<file path="src/rtl/dvp_frame_tx_if.sv">
// Pixel FIFO read port and DVP camera bus of the frame transmitter.
// master = transmitter, slave = FIFO/sink side.
interface dvp_frame_tx_if;
  logic [15:0] pix_data;
  logic        pix_empty;
  logic        pix_rd_en;
  logic        dvp_pclk;
  logic        dvp_href;
  logic        dvp_vsync;
  logic [7:0]  dvp_data;

  modport master (
    input  pix_data, pix_empty,
    output pix_rd_en, dvp_pclk, dvp_href, dvp_vsync, dvp_data
  );

  modport slave (
    output pix_data, pix_empty,
    input  pix_rd_en, dvp_pclk, dvp_href, dvp_vsync, dvp_data
  );
endinterface

</file>
<file path="src/rtl/dvp_frame_tx.sv">
// OV5640-style DVP transmitter: serialises RGB565 pixels from a FWFT FIFO
// into vsync/href/8-bit data frames, high byte first, at pclk = clk_50m/2.
module dvp_frame_tx #(
  parameter int H_ACTIVE = 480,
  parameter int H_BLANK  = 64,
  parameter int V_SYNC   = 4,
  parameter int V_BACK   = 8,
  parameter int V_ACTIVE = 272,
  parameter int V_FRONT  = 8
) (
  input  logic           clk_50m,
  input  logic           sys_rst,
  input  logic           tx_en,
  dvp_frame_tx_if.master bus,
  output logic           frame_done,
  output logic           busy,
  output logic           underflow
);

  localparam int LINE     = 2 * H_ACTIVE + H_BLANK;
  localparam int H_W      = ($clog2(LINE) > 12) ? $clog2(LINE) : 12;
  localparam int V_MAX_SB = (V_SYNC > V_BACK) ? V_SYNC : V_BACK;
  localparam int V_MAX_AF = (V_ACTIVE > V_FRONT) ? V_ACTIVE : V_FRONT;
  localparam int V_MAX    = (V_MAX_SB > V_MAX_AF) ? V_MAX_SB : V_MAX_AF;
  localparam int V_W      = ($clog2(V_MAX + 1) > 11) ? $clog2(V_MAX + 1) : 11;

  typedef enum logic [2:0] {
    S_IDLE, S_VSYNC, S_VBACK, S_ACTIVE, S_VFRONT
  } state_t;

  function automatic int lines_of(state_t s);
    case (s)
      S_VSYNC:  return V_SYNC;
      S_VBACK:  return V_BACK;
      S_ACTIVE: return V_ACTIVE;
      S_VFRONT: return V_FRONT;
      default:  return 0;
    endcase
  endfunction

  // Frame order; S_IDLE after S_VFRONT marks the end of the frame.
  function automatic state_t succ(state_t s);
    case (s)
      S_VSYNC:  return S_VBACK;
      S_VBACK:  return S_ACTIVE;
      S_ACTIVE: return S_VFRONT;
      default:  return S_IDLE;
    endcase
  endfunction

  // Zero-line phases are skipped entirely.
  function automatic state_t skip_from(state_t s);
    state_t r = s;
    for (int i = 0; i < 4; i++)
      if (r != S_IDLE && lines_of(r) == 0) r = succ(r);
    return r;
  endfunction

  logic           ph;
  state_t         state, nxt_state;
  logic [H_W-1:0] h_cnt, nxt_h;
  logic [V_W-1:0] v_cnt, nxt_v;
  logic [15:0]    pix_reg;
  logic           end_frame;
  logic           in_href;

  assign bus.dvp_pclk = ph;

  // Position the transmitter moves to on the next tick.
  always_comb begin
    // NOTE: every variable gets a default first so no branch infers a latch.
    nxt_state = state;
    nxt_h     = h_cnt;
    nxt_v     = v_cnt;
    end_frame = 1'b0;
    if (state == S_IDLE) begin
      nxt_h = '0;
      nxt_v = '0;
      if (tx_en) nxt_state = skip_from(S_VSYNC);
    end else if (int'(h_cnt) == LINE - 1) begin
      nxt_h = '0;
      if (int'(v_cnt) == lines_of(state) - 1) begin
        nxt_v     = '0;
        nxt_state = skip_from(succ(state));
        if (nxt_state == S_IDLE) begin
          end_frame = 1'b1;
          nxt_state = tx_en ? skip_from(S_VSYNC) : S_IDLE;
        end
      end else begin
        nxt_v = v_cnt + 1'b1;
      end
    end else begin
      nxt_h = h_cnt + 1'b1;
    end
    in_href = (nxt_state == S_ACTIVE) && (int'(nxt_h) < 2 * H_ACTIVE);
  end

  always_ff @(posedge clk_50m or posedge sys_rst) begin
    if (sys_rst) begin
      ph            <= 1'b0;
      state         <= S_IDLE;
      h_cnt         <= '0;
      v_cnt         <= '0;
      pix_reg       <= '0;
      bus.dvp_href  <= 1'b0;
      bus.dvp_vsync <= 1'b0;
      bus.dvp_data  <= 8'h00;
      bus.pix_rd_en <= 1'b0;
      frame_done    <= 1'b0;
      busy          <= 1'b0;
      underflow     <= 1'b0;
    end else begin
      // NOTE: non-blocking assignments so every register sees pre-edge values.
      ph            <= ~ph;
      bus.pix_rd_en <= 1'b0;
      frame_done    <= 1'b0;
      if (ph) begin
        state         <= nxt_state;
        h_cnt         <= nxt_h;
        v_cnt         <= nxt_v;
        busy          <= (nxt_state != S_IDLE);
        bus.dvp_vsync <= (nxt_state == S_VSYNC);
        bus.dvp_href  <= in_href;
        frame_done    <= end_frame;
        if (!in_href) begin
          bus.dvp_data <= 8'h00;
        end else if (!nxt_h[0]) begin
          // High byte goes out straight from the FIFO head; a missing pixel
          // is sent as black and flagged.
          if (bus.pix_empty) begin
            bus.dvp_data <= 8'h00;
            pix_reg      <= 16'h0000;
            underflow    <= 1'b1;
          end else begin
            bus.dvp_data  <= bus.pix_data[15:8];
            pix_reg       <= bus.pix_data;
            bus.pix_rd_en <= 1'b1;
          end
        end else begin
          bus.dvp_data <= pix_reg[7:0];
        end
      end
    end
  end

endmodule

</file>
<file path="src/flat_wrapper.sv">
// flat-port wrapper written by rule: the top's interface ports become plain ports
module dvp_frame_tx_flat 
#(
  parameter int H_ACTIVE = 480,
  parameter int H_BLANK  = 64,
  parameter int V_SYNC   = 4,
  parameter int V_BACK   = 8,
  parameter int V_ACTIVE = 272,
  parameter int V_FRONT  = 8
)
  (clk_50m, sys_rst, tx_en, frame_done, busy, underflow, bus_pix_data, bus_pix_empty, bus_pix_rd_en, bus_dvp_pclk, bus_dvp_href, bus_dvp_vsync, bus_dvp_data);
  dvp_frame_tx_if bus_i ();
  input  logic clk_50m;
  input  logic sys_rst;
  input  logic tx_en;
  output logic frame_done;
  output logic busy;
  output logic underflow;
  input wire logic [$bits(bus_i.pix_data)-1:0] bus_pix_data;
  input wire logic [$bits(bus_i.pix_empty)-1:0] bus_pix_empty;
  output wire logic [$bits(bus_i.pix_rd_en)-1:0] bus_pix_rd_en;
  output wire logic [$bits(bus_i.dvp_pclk)-1:0] bus_dvp_pclk;
  output wire logic [$bits(bus_i.dvp_href)-1:0] bus_dvp_href;
  output wire logic [$bits(bus_i.dvp_vsync)-1:0] bus_dvp_vsync;
  output wire logic [$bits(bus_i.dvp_data)-1:0] bus_dvp_data;
  assign bus_i.pix_data = bus_pix_data;
  assign bus_i.pix_empty = bus_pix_empty;
  assign bus_pix_rd_en = bus_i.pix_rd_en;
  assign bus_dvp_pclk = bus_i.dvp_pclk;
  assign bus_dvp_href = bus_i.dvp_href;
  assign bus_dvp_vsync = bus_i.dvp_vsync;
  assign bus_dvp_data = bus_i.dvp_data;
  dvp_frame_tx #(.H_ACTIVE(H_ACTIVE), .H_BLANK(H_BLANK), .V_SYNC(V_SYNC), .V_BACK(V_BACK), .V_ACTIVE(V_ACTIVE), .V_FRONT(V_FRONT)) u_core (.clk_50m(clk_50m), .sys_rst(sys_rst), .tx_en(tx_en), .bus(bus_i), .frame_done(frame_done), .busy(busy), .underflow(underflow));
endmodule
</file>
<file path="config.mk">
export PLATFORM = sky130hd
export DESIGN_NAME = dvp_frame_tx_flat
export DESIGN_NICKNAME = d
export VERILOG_FILES = /design/src/rtl/dvp_frame_tx_if.sv /design/src/rtl/dvp_frame_tx.sv /design/src/flat_wrapper.sv
export SDC_FILE = /design/constraint.sdc
export NUM_CORES = 1
export LEC_CHECK = 0
export BUFFER_PORTS_ARGS = -buffer_cell sky130_fd_sc_hd__buf_4
export CAP_MARGIN = 20
export CORE_UTILIZATION = 55
export DETAILED_ROUTE_END_ITERATION = 10
export PLACE_DENSITY_LB_ADDON = 0.2
export SLEW_MARGIN = 20
export SYNTH_ARGS = -nofsm -noshare
export SYNTH_HDL_FRONTEND = slang
export SYNTH_SLANG_ARGS = --single-unit
</file>
<file path="constraint.sdc">
create_clock -name clk_50m -period 8.4 [get_ports clk_50m]
set_input_delay 1.68 -clock clk_50m [delete_from_list [all_inputs] [get_ports clk_50m]]
set_output_delay 1.68 -clock clk_50m [all_outputs]
set_load 0.1 [all_outputs]
</file>
* Word level (Yosys, flattened, before mapping)
Index checks and enable logic that the tools add are counted.
Cells by class: equal/unequal tests 24, reduce and logical (&&, ||, !) cells 25, add/subtract/negate cells 3, multiplexer cells 67, magnitude comparators 1, bitwise operators 2
Operators by type and width (count):
- two-way mux 32 bit | 14
- case mux 9 bit (3 select lines) | 5
- zero test 32 bit | 4
- two-way mux 3 bit | 24
- case mux 3 bit (3 select lines) | 5
- equality test 3 x 2 -> 1 bit, second input constant | 11
- two-way mux 11 bit | 3
- equality test 12 x 32 -> 1 bit | 1
- two-way mux 8 bit | 4
- subtractor 32 x 2 -> 32 bit, second input constant | 1
- two-way mux 12 bit | 2
- equality test 3 x 1 -> 1 bit, second input constant | 6
- equality test 3 bit, second input constant | 5
- nonzero test 3 bit | 5
- adder 12 x 1 -> 12 bit, second input constant | 1
- equality test 12 x 11 -> 1 bit, second input constant | 1
- less-than comparator 12 x 10 -> 1 bit, second input constant | 1
- adder 11 x 1 -> 11 bit, second input constant | 1
- two-way mux 1 bit | 10
- OR reduction 2 bit | 5
- zero test 3 bit | 2
- logical AND 1 bit | 5
- AND reduction 4 bit | 1
- AND reduction 3 bit | 1
- 3 further kinds | 4
Word-level totals: bits of input ports 20, register bits after elaboration 49, word-level logic and storage cells 134, output and inout bits 15

* Logic depth before layout (Yosys ltp)
Gate-level depths: netlist (run 1).
word-level depth 67, gate-level depth with buffers 14

* Worst setup path before layout (run 1)
Ideal clock, no wire load.
kind input to register, start point input port tx_en, end point register u_core.pix_reg[0], arrival time 3022 ps, path buffers 1, slack 5304 ps, stages on the path 7, cells stage by stage a2bb2oi_1 nand3_1 nor4b_4 o2111ai_2 or2_1 buf_6 o21ai_2
On the way: word-level cells in the longest chain between the ends 8, elaborated cells on any way between the ends 9
RTL lines:
- start: declaration | line flat_wrapper.sv:15 | input logic tx_en;
- two-way mux 1 bit | line dvp_frame_tx.sv:87 | nxt_state = tx_en ? skip_from(S_VSYNC) : S_IDLE;
- two-way mux 3 bit | line dvp_frame_tx.sv:85 | if (nxt_state == S_IDLE) begin
- two-way mux 3 bit | line dvp_frame_tx.sv:82 | if (int'(v_cnt) == lines_of(state) - 1) begin
- two-way mux 3 bit | line dvp_frame_tx.sv:80 | end else if (int'(h_cnt) == LINE - 1) begin
- two-way mux 3 bit (*) | line dvp_frame_tx.sv:76 | if (state == S_IDLE) begin
- equality test 3 x 2 -> 1 bit (*) | line dvp_frame_tx.sv:95 | in_href = (nxt_state == S_ACTIVE) && (int'(nxt_h) < 2 * H_ACTIVE);
- logical AND 1 bit (*) | line dvp_frame_tx.sv:95
- AND reduction 3 bit (no line) (*)
- end signal: assignment | line dvp_frame_tx.sv:136 | pix_reg <= bus.pix_data;
- end: declaration | line dvp_frame_tx.sv:63 | logic [15:0] pix_reg;
Mark *: on every way between the ends. The rest lies on a longest branch, timed or not. A chain may end at the register's enable or synchronous reset.

* Final worst setup path (run 1)
start point register u_core.state[2], end point register u_core.pix_reg[4]
On the way: word-level cells in the longest chain between the ends 61, elaborated cells on any way between the ends 95
RTL lines:
- start: declaration | line dvp_frame_tx.sv:60 | state_t state, nxt_state;
- start signal: assignment | line dvp_frame_tx.sv:118 | state <= nxt_state;
- equality test 3 x 2 -> 1 bit / equality test 3 x 1 -> 1 bit (equally long branches) | line dvp_frame_tx.sv:32, dvp_frame_tx.sv:43
- case mux 3 bit (3 select lines) | line dvp_frame_tx.sv:43 | case (s)
- two-way mux 3 bit | line dvp_frame_tx.sv:82
- two-way mux 3 bit | line dvp_frame_tx.sv:80
- two-way mux 3 bit | line dvp_frame_tx.sv:76
- equality test 3 bit / equality test 3 x 2 -> 1 bit (equally long branches) | line dvp_frame_tx.sv:32, dvp_frame_tx.sv:43
- OR reduction 2 bit (no line)
- case mux 9 bit (3 select lines) | line dvp_frame_tx.sv:32 | case (s)
- [... 45 more ...]
- zero test 3 bit | line dvp_frame_tx.sv:85
- two-way mux 3 bit | line dvp_frame_tx.sv:85
- two-way mux 3 bit | line dvp_frame_tx.sv:82
- two-way mux 3 bit | line dvp_frame_tx.sv:80
- two-way mux 3 bit | line dvp_frame_tx.sv:76
- equality test 3 x 2 -> 1 bit | line dvp_frame_tx.sv:95
- logical AND 1 bit | line dvp_frame_tx.sv:95
- AND reduction 3 bit (no line) (*)
Mark *: on every way between the ends. The rest lies on a longest branch, timed or not. The select of a mux whose other input is x is not followed.

==> impl_metrics.py, run 1 <==
metrics = {
    "outcome": {
        "status": "complete, no violations",
    },
    "synth": {
        "synth_seq_cells": 49,
        "synth_area_sq_um": 2710,
        "ys_warn_count": 0,
        "synth.distinct_cells": 50,
        "yosys.area.top_type": "dfrtp_1",
        "synth_edf_count": 0,
        "async_flop_share_pct": 100,
        "yosysMostFrequentCell": "dfrtp_1",
        "ys.flop_type": "dfrtp_1",
        "synthTopCellsByCount": "49 x dfrtp_1, 38 x nand2_1, 35 x o21ai_0",
        "synth_fp_nets": 319,
        "yosys.area.top_type_share_pct": 45.2,
        "yosys-top-cells-area": "dfrtp_1 45%, o21ai_0 6.5%, nand2_1 5.3%",
        "yosysSeqAreaShare_pct": 45.2,
        "syn_inst": 294,
        "syn_avg_cell_area_sq_um": 9.23,
    },
    "global_route": {
        "grt_max_degree": 50,
        "grt.busiest_layer": "met2",
        "gr-usage-met3_pct": 4.58,
        "globalRouteTotalUtil_pct": 23.4,
        "grt_pass1_wl_mm": 9.60,
        "gr-total-overflow": 0,
        "grt_pass1_vias": 2094,
        "grt_use_met2_pct": 36.2,
        "antenna_found_initial": 0,
        "grtUsageMet1_pct": 33.4,
    },
    "min_path": {
        "min_path_cells": 1,
        "hold_path.class": "flip-flop to flip-flop",
        "hold_start": "u_core.underflow",
        "hold_path_end": "u_core.underflow",
    },
    "drt": {
        "wl_per_cell_um": 14.7,
        "drtIter0Drc": 201,
        "vias_per_cell": 5.87,
        "drcViolationCount": 0,
        "vias": 2294,
        "postRouteAntennaNets": 0,
        "drtPass1Iterations": 4,
        "routed_wl_mm": 5.74,
    },
    "worst_setup_path": {
        "reg2reg_slack_ps": 4610,
        "cp_slowest_cell": "o2111ai_2",
        "r2r-end": "u_core.pix_reg[4]",
        "worst_path_largest_cell_delay_ps": 690,
        "crit_top_cell": "ha_1",
        "crit_start": "u_core.state[2]",
        "path_buf_inv": 1,
        "critical_path.top_delay_family": "compound AO/OA/AOI/OAI gates",
        "start_kind": "flip-flop",
        "crit_chain": "and2b_1, o21ai_0, ha_1, inv_1, ha_1, xnor2_1, nand2_1, a2111oi_4, a211oi_1, o2111ai_2, or2_1, o21ai_2",
        "r2r_start": "u_core.state[2]",
        "rr_worst_depth": 12,
        "endpoint_kind": "flip-flop",
        "critPathMaxFanout": 18,
        "required_ps": 8570,
        "arrival_ps": 3960,
        "path_class": "flip-flop to flip-flop",
    },
    "clock_network": {
        "clock_sinks": 49,
        "numCtsBuffers": 5,
        "cts_tree": "built",
        "post_cts_buffers": 0,
        "ctsResizeCount": 0,
        "clockBufferDepth": 2,
        "clkLatencyLatePin_ps": 290,
        "cts-root-buf": "clkbuf_8",
        "holdBufCountCts": 0,
        "cts_htree_levels": 2,
        "clk_pin_slew_ps": 80,
    },
    "flow_run": {
        "timing.max_cap.violations": 0,
    },
    "placement": {
        "dp_hpwl_mm": 3.85,
        "io_buffers": 34,
        "place_congestion": 0.801,
        "place_area_sq_um": 3000,
    },
    "final_layout": {
        "drive_gt1_share_pct": 20.1,
        "largest_register_ffs": 12,
        "synthToLayoutAreaGrowth_pct": 14.9,
        "largestRegisters": "u_core.h_cnt x12, u_core.v_cnt x11",
        "nNetsFinal": 348,
        "regMostFlops": "u_core.h_cnt",
        "finalInstanceArea_sq_um": 3120,
        "diodes": 0,
    },
    "die": {
        "start_util_pct": 57.4,
        "die_width_um": 72.2,
        "row_count": 25,
        "fp.coreArea_sq_um": 4720,
        "die_h_um": 72.2,
        "ioPinCount": 35,
        "dieArea_sq_um": 5220,
    },
    "timing": {
        "tightestPinTransition_ps": 877,
        "finClkSkew_ps": 3.66,
        "max_freq_mhz": 264,
        "rsz0062_at_grt": "false",
        "period_share_pct": 45.2,
        "finalHoldViolCount": 0,
        "tns_ps": 0,
        "finalSetupViolations": 0,
        "max-slew-margin-rel_pct": 41.1,
        "slew_viol_final": 0,
        "fin_crit_ps": 3790,
    },
    "power": {
        "vdd_drop_max_v": 0.0000678,
        "power.leakage_uw": 0.00136,
        "p_per_area_nw_per_um2": 135,
    },
}
==> metal layers <==
layer  share of wire [%]  routed length, um
met3                 4.9                281
met1                  47               2670
met5                   0                  0
met4                 1.5                 88
met2                  47               2700
==> area by class of cell <==
class                   count  area [sq um]
clock inverters             1          30.0
inverters                   9          35.0
well taps                  67          83.8
multi-input cells         222          1390
fillers                   381          1610
clock buffers               7          86.3
repair buffers             36           270
flip-flops and latches     49          1230
==> power breakdown <==
group | internal, uW | switching [uW] | total (uW)
clock network | 97.1 | 73.2 | 170
logic | 6.65 | 7.96 | 14.6
registers | 236 | 0 | 236
total | 339 | 81.1 | 421
==> through the flow <==
step	hold slack (ps)	worst slack (ps)	cells	utilization, %	power (uW)
after floorplan	466	5300	294	-	247
after global placement	474	4700	383	63.5	255
after detailed placement	458	4640	383	63.5	255
after CTS	490	4640	391	66.0	427
after global routing	514	4320	391	66.0	435
final	492	4610	391	66.0	421
==> worst max-delay path by stage <==
stage,endpoint,slack [ps],cells after the start
after floorplan,u_core.pix_reg[0],5300,7
after global placement,u_core.pix_reg[0],4700,7
after detailed placement,u_core.pix_reg[4],4640,7
after CTS,u_core.pix_reg[4],4640,12
after global routing,u_core.pix_reg[4],4320,12
final,u_core.pix_reg[4],4610,12
==> kinds of logic after synthesis <==
group                      share of synthesized area [%]
xor gates and xnor gates                            2.26
AOI/OAI and AO/OA                                   22.3
DFF                                                 45.2
adders and majority gates                           2.31
buffers and inverters                               3.74
and+or+nand+nor                                     22.6
muxes                                               1.57
==> cells in the final DEF (no fill, tap or decap), drive strengths merged, types with 2 or more instances in the layout <==
cell     count
o21ai       45
buf         36
a22oi        2
nor2b        3
dfrtp       49
nor4b        2
nand4        5
o41ai        2
nor2        17
nor4         3
or2          6
a31oi        2
a21o         3
ha           5
o2bb2ai     10
clkinv       3
a211oi       2
mux2i        2
clkbuf       7
inv          6
mux2         2
xnor2        3
a21oi       14
nand3       16
nor3         7
o31ai        4
and3         6
nor3b        9
xor2         4
nand2       38
No activity file was read; power rests on OpenSTA's default activity.
==> inputs of run 2 (changes only) <==
Settings changed: ABC_AREA from default to 1, CORE_UTILIZATION 55 to 52.
Clock period 8.4 ns to 3.1 ns, I/O delays scaled along.
==> impl_metrics.py, run 2 <==
metrics = {
    "synth": {
        "synthAdderAreaFrac_pct": 2.23,
        "yosysSeqAreaShare_pct": 43.7,
        "synth-compound-area-share_pct": 10.7,
        "synth.distinct_cells": 30,
        "ys_warn_count": 0,
        "syn_inst": 355,
        "syn_avg_cell_area_sq_um": 7.91,
        "synthTopCellsByCount": "109 x nand2_1, 49 x dfrtp_1, 29 x inv_1",
        "synth_mux_area_share_pct": 0,
        "synthXorXnorAreaFrac_pct": 1.87,
        "yosys.area.top_type_share_pct": 43.7,
        "yosys-top-cells-area": "dfrtp_1 44%, nand2_1 15%, nand3_1 4.5%",
        "yosysMostFrequentCell": "nand2_1",
        "yosys.area.top_type": "dfrtp_1",
        "synthSimpleGateAreaFrac_pct": 34.6,
        "synth_seq_cells": 49,
        "synth_fp_nets": 380,
        "synth_top_family_by_area": "simple AND/OR/NAND/NOR gates",
        "async_flop_share_pct": 100,
        "synth_area_sq_um": 2810,
        "ys.flop_type": "dfrtp_1",
        "synth_edf_count": 0,
    },
    "clock_network": {
        "clockBufferDepth": 2,
        "ctsResizeCount": 0,
        "numCtsBuffers": 5,
        "clkLatencyLatePin_ps": 300,
        "cts_htree_levels": 2,
        "holdBufCountCts": 0,
        "clock_sinks": 49,
        "clk_pin_slew_ps": 90,
        "cts_tree": "built",
        "post_cts_buffers": 0,
        "cts-root-buf": "clkbuf_8",
    },
    "final_layout": {
        "largestRegisters": "u_core.h_cnt x12, u_core.v_cnt x11",
        "diodes": 0,
        "layout_commonest_cell": "nand2_1",
        "drive_gt1_share_pct": 20.6,
        "largest_register_ffs": 12,
        "nNetsFinal": 413,
        "regMostFlops": "u_core.h_cnt",
        "synthToLayoutAreaGrowth_pct": 15.2,
        "final_cell_mix": "109 x nand2_1, 49 x dfrtp_1, 35 x buf_4",
    },
    "power": {
        "p_per_area_nw_per_um2": 355,
        "power.leakage_uw": 0.00158,
        "vdd_drop_max_v": 0.000222,
    },
    "placement": {
        "dp_hpwl_mm": 4.38,
        "place_ws_ps": 314,
        "io_buffers": 34,
        "place_congestion": 0.853,
    },
    "worst_setup_path": {
        "reg2reg_slack_ps": 280,
        "endpoint_kind": "flip-flop",
        "arrival_ps": 3020,
        "critPathMaxFanout": 8,
        "path_class": "flip-flop to flip-flop",
        "start_kind": "flip-flop",
        "required_ps": 3300,
    },
    "drt": {
        "drtIter0Drc": 129,
        "wl_per_cell_um": 13.1,
        "drtPass1Iterations": 4,
        "vias_per_cell": 5.31,
        "routed_wl_mm": 6.00,
        "postRouteAntennaNets": 0,
        "vias": 2435,
        "drcViolationCount": 0,
    },
    "timing": {
        "max-slew-margin-rel_pct": 46.0,
        "finalSetupViolations": 0,
        "timing.final.ws_setup_ps": 277,
        "finalHoldViolCount": 0,
        "hold_ws_ps": 445,
        "fin_crit_ps": 2820,
        "finClkSkew_ps": 5.85,
        "rsz0062_at_grt": "false",
        "tns_ps": 0,
        "period_share_pct": 91.1,
        "max_freq_mhz": 354,
        "slew_viol_final": 0,
        "tightestPinTransition_ps": 809,
    },
    "min_path": {
        "hold_path.class": "primary input to asynchronous set/reset pin",
    },
    "die": {
        "die_width_um": 75.5,
        "row_count": 26,
        "die_h_um": 75.5,
        "start_util_pct": 54.6,
        "dieArea_sq_um": 5690,
        "ioPinCount": 35,
        "fp.coreArea_sq_um": 5140,
    },
    "global_route": {
        "globalRouteTotalUtil_pct": 22.5,
        "grt_max_degree": 50,
        "grt_pass1_wl_mm": 9.64,
        "antenna_found_initial": 0,
        "grt_pass1_vias": 2125,
        "gr-total-overflow": 0,
    },
    "outcome": {
        "status": "complete, no violations",
    },
    "flow_run": {
        "timing.max_cap.violations": 0,
    },
}
==> run 2: final cells by class <==
type | count | area [sq um]
timing repair buffer | 35 | 263
clock buffer | 6 | 82.6
tap | 70 | 87.6
multi-input combinational | 258 | 1390
clock inverter | 2 | 37.5
inverter | 39 | 148
fill | 492 | 1910
sequential | 49 | 1230
==> run 2: cell families (layout without fill, tap and decap cells) <==
kind of cell / count (synthesis) / in the layout
buffers and inverters: 48 / 82
AND/OR/NAND/NOR: 201 / 201
adder cells (fa/ha/maj): 5 / 5
flip-flops: 49 / 49
AO/OA/AOI/OAI: 46 / 46
XOR/XNOR: 6 / 6
==> run 2: power breakdown <==
part / total, uW / switching [uW] / internal (uW)
Combinational: 32.2 / 16.8 / 15.4
Clock: 477 / 214 / 262
Sequential: 639 / 0 / 639
==> run 2: final timing paths <==
check	from	cells after the start	endpoint
worst max-delay path	u_core.state[2]	17	u_core.pix_reg[5]
worst min-delay path	sys_rst	2	u_core.bus.dvp_data[5]
worst max register to register	u_core.state[2]	17	u_core.pix_reg[5]
worst min register to register	u_core.bus.dvp_data[5]	2	u_core.bus.dvp_data[5]
max in group asynchronous	sys_rst	2	u_core.h_cnt[2]
min in group clk_50m	u_core.bus.dvp_data[5]	2	u_core.bus.dvp_data[5]
==> run 2: per-stage QoR <==
| stage | cell area (sq um) | power [uW] | utilization, % | instances |
|---|---|---|---|---|
| CTS | 3230 | 1160 | 62.9 | 459 |
| global route | 3230 | 1190 | 62.9 | 459 |
| floorplan | 2810 | 661 | - | 355 |
| detailed placement | 3110 | 685 | 60.5 | 451 |
| finish | 3230 | 1150 | 62.9 | 459 |
| global placement | 3110 | 685 | 60.5 | 451 |
==> run 2: critical path, stage by stage (launching register included) <==
cell	delay, ps
dfrtp_1	430
inv_2	140
nand2_1	80
nor2_1	150
a21oi_1	70
ha_1	200
inv_1	60
ha_1	230
xnor2_1	180
nand3_1	140
nor2_4	170
nand4_1	130
nand2_1	190
nand2_1	90
nor2_2	110
nand3_2	200
nand2_1	110
nand2_1	50
==> run 2: metal layers <==
layer / track usage (%) / share of wire (%) / vias to the layer above
li1: - / - / 1230
met1: 32.5 / 49 / 1141
met2: 34.2 / 46 / 57
met3: 4.50 / 3.8 / 7
met4: 7.20 / 1.2 / 0
met5: 0 / 0 / -
